**src/rtl/b_uart_pkg.sv**
```systemverilog
// Shared definitions for the b_uart transceiver: 8N1 frame constants,
// RX/TX state encodings and the baud divider calculation.
package b_uart_pkg;

  localparam int DATA_BITS  = 8;
  localparam int FRAME_BITS = DATA_BITS + 2;  // start + data + stop

  typedef enum logic [2:0] {
    RX_IDLE,
    RX_START,
    RX_DATA,
    RX_STOP,
    RX_FERR    // stop bit was low: hold off until the line returns high
  } rx_state_t;

  typedef enum logic {
    TX_IDLE,
    TX_SEND
  } tx_state_t;

  // Clock cycles per serial bit; integer division, caller guarantees >= 4.
  function automatic int clks_per_bit(input int clk_hz, input int baud);
    return clk_hz / baud;
  endfunction

endpackage

```
**src/rtl/b_uart_inpin.sv**
```systemverilog
// Two-flop synchronizer for an asynchronous input pin.
// Ports:
//   clk  system clock
//   rst  synchronous active-high reset, forces both flops to the idle-line level (1)
//   pin  asynchronous input
//   rd   synchronized, registered copy of pin (2 cycles latency)
module inpin (
  input  logic clk,
  input  logic rst,
  input  logic pin,
  output logic rd
);

  logic meta;

  // NOTE: sequential state is always assigned with <= so every flop samples
  // the pre-edge values; blocking here would collapse the two stages into one.
  always_ff @(posedge clk) begin
    if (rst) begin
      meta <= 1'b1;
      rd   <= 1'b1;
    end else begin
      meta <= pin;
      rd   <= meta;
    end
  end

endmodule

```
**src/rtl/b_uart.sv**
```systemverilog
// Byte-wide 8N1 UART transceiver, LSB first, fixed baud, full duplex.
// Ports:
//   clk      system clock, rising edge
//   rst      synchronous active-high reset
//   rx       serial input (asynchronous)
//   tx       serial output, idle high
//   rd       pulse: consume the received byte (clears valid)
//   wr       pulse: start sending tx_data (ignored while busy)
//   tx_data  byte to send, captured on an accepted wr
//   valid    rx_data holds an unconsumed byte
//   busy     transmitter occupied
//   rx_data  last received byte
module b_uart
  import b_uart_pkg::*;
#(
  parameter int CLK_HZ = 12000000,
  parameter int BAUD   = 115200
) (
  input  logic                 clk,
  input  logic                 rst,
  input  logic                 rx,
  output logic                 tx,
  input  logic                 rd,
  input  logic                 wr,
  input  logic [DATA_BITS-1:0] tx_data,
  output logic                 valid,
  output logic                 busy,
  output logic [DATA_BITS-1:0] rx_data
);

  localparam int CPB   = clks_per_bit(CLK_HZ, BAUD);
  localparam int CNT_W = $clog2(CPB) + 1;
  typedef logic [CNT_W-1:0] cnt_t;

  // Counters run down to zero, so a full bit is CPB-1 and the first
  // mid-bit point after the start edge is CPB/2-1.
  localparam cnt_t CNT_FULL = cnt_t'(CPB - 1);
  localparam cnt_t CNT_HALF = cnt_t'(CPB / 2 - 1);
  localparam logic [2:0] LAST_RX_BIT = 3'(DATA_BITS - 1);
  localparam logic [3:0] LAST_TX_BIT = 4'(FRAME_BITS - 1);

  logic rx_s;

  inpin u_inpin (
    .clk (clk),
    .rst (rst),
    .pin (rx),
    .rd  (rx_s)
  );

  // ---------------- receiver ----------------
  rx_state_t            rx_state, rx_state_d;
  cnt_t                 rx_cnt, rx_cnt_d;
  logic [2:0]           rx_bit, rx_bit_d;
  logic [DATA_BITS-1:0] rx_sh, rx_sh_d;
  logic [DATA_BITS-1:0] rx_data_d;
  logic                 valid_d;

  // NOTE: every signal driven here gets a default first, so no path through
  // the case leaves it unassigned and no latch is inferred.
  always_comb begin
    rx_state_d = rx_state;
    rx_cnt_d   = rx_cnt;
    rx_bit_d   = rx_bit;
    rx_sh_d    = rx_sh;
    rx_data_d  = rx_data;
    valid_d    = valid;

    if (rd) valid_d = 1'b0;

    unique case (rx_state)
      RX_IDLE: begin
        if (!rx_s) begin
          rx_state_d = RX_START;
          rx_cnt_d   = CNT_HALF;
        end
      end
      RX_START: begin
        if (rx_cnt == '0) begin
          if (rx_s) begin
            rx_state_d = RX_IDLE;   // too short to be a start bit
          end else begin
            rx_state_d = RX_DATA;
            rx_cnt_d   = CNT_FULL;
            rx_bit_d   = '0;
          end
        end else begin
          rx_cnt_d = rx_cnt - 1'b1;
        end
      end
      RX_DATA: begin
        if (rx_cnt == '0) begin
          rx_sh_d  = {rx_s, rx_sh[DATA_BITS-1:1]};
          rx_cnt_d = CNT_FULL;
          if (rx_bit == LAST_RX_BIT) rx_state_d = RX_STOP;
          else                       rx_bit_d   = rx_bit + 1'b1;
        end else begin
          rx_cnt_d = rx_cnt - 1'b1;
        end
      end
      RX_STOP: begin
        if (rx_cnt == '0) begin
          if (rx_s) begin
            // Assigned after the rd clear so a completing byte wins.
            rx_data_d  = rx_sh;
            valid_d    = 1'b1;
            rx_state_d = RX_IDLE;
          end else begin
            rx_state_d = RX_FERR;
          end
        end else begin
          rx_cnt_d = rx_cnt - 1'b1;
        end
      end
      RX_FERR: begin
        if (rx_s) rx_state_d = RX_IDLE;
      end
      default: rx_state_d = RX_IDLE;
    endcase
  end

  always_ff @(posedge clk) begin
    if (rst) begin
      rx_state <= RX_IDLE;
      rx_cnt   <= '0;
      rx_bit   <= '0;
      rx_sh    <= '0;
      rx_data  <= '0;
      valid    <= 1'b0;
    end else begin
      rx_state <= rx_state_d;
      rx_cnt   <= rx_cnt_d;
      rx_bit   <= rx_bit_d;
      rx_sh    <= rx_sh_d;
      rx_data  <= rx_data_d;
      valid    <= valid_d;
    end
  end

  // ---------------- transmitter ----------------
  tx_state_t             tx_state, tx_state_d;
  cnt_t                  tx_cnt, tx_cnt_d;
  logic [3:0]            tx_bit, tx_bit_d;
  logic [FRAME_BITS-1:0] tx_frame, tx_frame_d;
  logic                  tx_d, busy_d;

  always_comb begin
    tx_state_d = tx_state;
    tx_cnt_d   = tx_cnt;
    tx_bit_d   = tx_bit;
    tx_frame_d = tx_frame;
    tx_d       = tx;
    busy_d     = busy;

    unique case (tx_state)
      TX_IDLE: begin
        if (wr) begin
          tx_state_d = TX_SEND;
          tx_frame_d = {1'b1, tx_data, 1'b0};
          tx_d       = 1'b0;
          busy_d     = 1'b1;
          tx_cnt_d   = CNT_FULL;
          tx_bit_d   = '0;
        end
      end
      TX_SEND: begin
        if (tx_cnt == '0) begin
          tx_cnt_d = CNT_FULL;
          if (tx_bit == LAST_TX_BIT) begin
            tx_state_d = TX_IDLE;
            tx_d       = 1'b1;
            busy_d     = 1'b0;
          end else begin
            // Frame shifts right; bit 1 is the next bit to drive.
            tx_frame_d = {1'b1, tx_frame[FRAME_BITS-1:1]};
            tx_d       = tx_frame[1];
            tx_bit_d   = tx_bit + 1'b1;
          end
        end else begin
          tx_cnt_d = tx_cnt - 1'b1;
        end
      end
      default: tx_state_d = TX_IDLE;
    endcase
  end

  always_ff @(posedge clk) begin
    if (rst) begin
      tx_state <= TX_IDLE;
      tx_cnt   <= '0;
      tx_bit   <= '0;
      tx_frame <= '1;
      tx       <= 1'b1;
      busy     <= 1'b0;
    end else begin
      tx_state <= tx_state_d;
      tx_cnt   <= tx_cnt_d;
      tx_bit   <= tx_bit_d;
      tx_frame <= tx_frame_d;
      tx       <= tx_d;
      busy     <= busy_d;
    end
  end

endmodule

```
**config.mk**
```make
export PLATFORM = sky130hd
export DESIGN_NAME = b_uart
export DESIGN_NICKNAME = d
export VERILOG_FILES = /design/src/rtl/b_uart_pkg.sv /design/src/rtl/b_uart_inpin.sv /design/src/rtl/b_uart.sv
export SDC_FILE = /design/constraint.sdc
export NUM_CORES = 1
export LEC_CHECK = 0
export CAP_MARGIN = 40
export CELL_PAD_IN_SITES_DETAIL_PLACEMENT = 2
export CELL_PAD_IN_SITES_GLOBAL_PLACEMENT = 2
export CORE_ASPECT_RATIO = 1.4
export CORE_UTILIZATION = 39
export DETAILED_ROUTE_END_ITERATION = 6
export DONT_BUFFER_PORTS = 1
export PLACE_DENSITY = 0.89
export SKIP_CTS_REPAIR_TIMING = 1
export SLEW_MARGIN = 20
export SYNTH_ARGS = -nofsm -noshare
export SYNTH_HDL_FRONTEND = slang
export SYNTH_HIERARCHICAL = 1
export SYNTH_SLANG_ARGS = --single-unit
```
**constraint.sdc**
```tcl
create_clock -name clk -period 5.9 [get_ports clk]
set_clock_uncertainty 0.05 [all_clocks]
set_input_delay 1.18 -clock clk [delete_from_list [all_inputs] [get_ports clk]]
set_output_delay 1.18 -clock clk [all_outputs]
set_load 0.005 [all_outputs]
```
==> results.md <==
* Reg power frac at 55.9%
* # DRC at 2
* Gpl congestion at 0.770
* # fillers at 745
* HP Class: register to register
* CP bufs+invs at 1
* Clock Latency Late Sink at 310 ps
* Max Clk Rate at 383 MHz
* P per Cell Area at 277 nW/µm²
* Slew headroom at 50.1%
* I/O Buffers at 0
* Fraction of layout cells with a size suffix above 1 at 5.26%
* RSZ-0062 raised after global routing: no
* Final instance area at 2690 µm²
* Crit path largest cell delay at 680 ps
* GR Overflow Total at 0
* Family with the most delay on the worst path: simple AND/OR/NAND/NOR gates
* Number of max-cap violations at 0
* Worst setup path category: register to register
* Die Wd at 70.6 µm
* Initial Utilization at 40.8%
* Hpwl dp at 4.40 mm
* Sequential share of the synthesized area at 43.7%
* Mapped Cells at 311
* Final period util at 44.3%
* Crit-path cells: inv_1, ha_1, nor4b_1, nand3_1, o21ai_2, mux2i_1, nor2_1
* Switching share of power at 28.6%
* First-pass GRT wire length at 11.0 mm
* Register clock-pin slew on the reported worst setup and hold paths at 100 ps
* Slowest-stage cell, CP: o21ai_2
* Post-synthesis register bit count at 56
* Vias in the first global route at 2307
* Net count reported at finish at 323
* Syn_nets at 331
* Failing checks: DRC
* Core Area at 6300 µm²
* Area after DPL at 2580 µm²
* Top_reg_cell synth: dfxtp_1
* Drt via density at 5.87
* Routed wire length at 6.32 mm
* GRT Overall Usage at 19.5%
* I/O Pins at 24
* H-tree levels at 2
* N_diodes at 0
* Outcome: finished, violations left
* Worst setup SP type: register
* Internal power at 532 µW
* Largest net degree at the start of global routing at 65
* Full die area at 6920 µm²
* Worst Setup End Kind: register
* WP depth at 7
* Async SR Flop Fraction at 0%
* Hold depth at 1
* Syn Area/Cell at 8.26 µm²
* YS warnings at 6
* Setup TNS at 0 ps
* FF/Latch Area at 1120 µm²
* Clk pwr share at 29.4%
* LEAKAGE at 0.000907 µW
* R2R depth at 7
* Comb pwr share at 14.8%
* Routed via count at 2207
* Sink Count at 56
* Peak supply drop at 0.000143 V
* Least-Margin Pin Slew at 746 ps
* Maximum clock path buffer count at 2
* Hold Vio Cnt, Final at 0
* Synthesized cell area at 2570 µm²
* DRT iter0 DRCs at 119
* Setup violators final at 0
* Critical path required time at 6060 ps
* Distinct cells, synth at 47
* CTS tree: yes
* Average wire per standard cell at 16.8 µm
* Slew Viols, Final at 0
* Initial antenna violation count at 0
* First drt pass iteration count at 6
* FP Rows at 34
* Root buf cell: clkbuf_8
* Multi-input logic area at 1340 µm²
* EDFF count, synth at 0
* Critical Path AT at 2770 ps
* Synth-to-layout area growth at 4.87%
* Sw power at 213 µW
* Critical Path Fanout Max at 18
* Clock buffer count from CTS at 5
* Vert. Die Dim at 98 µm
* Min Tclk post-route at 2610 ps
* Antenna-violating nets left at 0
-- power groups by stage --
stage | combinational [µW] | sequential, µW | clock, µW
finish | 110 | 416 | 219
global route | 124 | 419 | 247
CTS | 105 | 420 | 230
detailed placement | 104 | 428 | 0
global placement | 98.8 | 426 | 0
floorplan | 97.5 | 417 | 0
-- layout by cell type (no fill, tap or decap), types with 3 or more instances in the layout --
master    netlist  routed
dfxtp_1        56      56
a21oi_1        44      44
nand2_1        36      36
nor3_1         20      20
nor2_1         19      19
nand3_1        13      13
o21ai_0        11      11
a211oi_1       11      11
nor2b_1         9       9
nand2b_1        8       8
inv_1           7       7
ha_1            7       7
clkbuf_8        0       6
a31oi_1         5       5
nor3b_1         4       4
or2_2           3       3
nor4_1          3       3
-- state kept, by name (all words and copies together), names as in the netlist, 3 cells and up --
register  count
tx_bit        4
tx_frame      8
rx_sh         8
rx_state      3
rx_cnt        8
tx_cnt        8
rx_data       8
rx_bit        3
-- layer usage --
layer	track usage, %	wire length, µm	up-vias	part of all wire (%)
met5	0	0	-	0
met4	6.00	80	0	1.3
met3	2.68	114	7	1.8
met2	36.4	3370	27	53
met1	22.8	2750	1082	44
li1	-	-	1091	-
-- path summary, 6_finish.rpt --
path                                   start          to  slack [ps]
worst max-delay path               tx_cnt[0]   tx_bit[0]        3290
worst min-delay path            u_inpin/meta  u_inpin/rd         380
worst max register to register     tx_cnt[0]   tx_bit[0]        3290
worst min register to register  u_inpin/meta  u_inpin/rd         380
-- cells in the mapped netlist (8+ instances only) --
master,count,area [µm²]
a21oi_1,44,220
o21ai_0,11,55.1
clkbuf_1,13,48.8
nand2_1,36,135
nand3_1,13,65.1
dfxtp_1,56,1120
nand2b_1,8,50.1
nor3_1,20,100
nor2_1,19,71.3
nor2b_1,9,56.3
a211oi_1,11,82.6
-- metrics by stage --
step	power [µW]	hold slack, ps	utilization, %	setup slack [ps]	cells
after floorplan	515	335	-	3710	311
after global placement	525	369	41.1	3450	367
after detailed placement	532	368	41.1	3330	367
after CTS	755	397	42.5	3300	375
after global routing	791	429	42.8	3070	376
final	745	384	42.8	3290	376
-- final cells by class --
| type | count | share of cell area, % |
|---|---|---|
| Inverter | 7 | 0.976 |
| Timing Repair Buffer | 2 | 0.836 |
| Clock buffer | 6 | 3.07 |
| Sequential cell | 56 | 41.6 |
| Clock inverter | 2 | 0.372 |
| Multi-Input combinational cell | 231 | 49.8 |
| Tap cell | 72 | 3.35 |
-- logic make-up (layout without fill, tap and decap cells) --
family                     count (synthesis)  count (layout)  synth area share (%)
and+or+nand+nor                          133             133                  27.0
AOI/OAI and AO/OA                         85              85                  19.6
DFF                                       56              56                  43.7
buffers and inverters                     24              17                  4.14
adders and majority gates                  7               7                  3.41
xor gates and xnor gates                   4               4                  1.36
muxes                                      2               2                 0.780
Power figures use the tool's default switching activity.
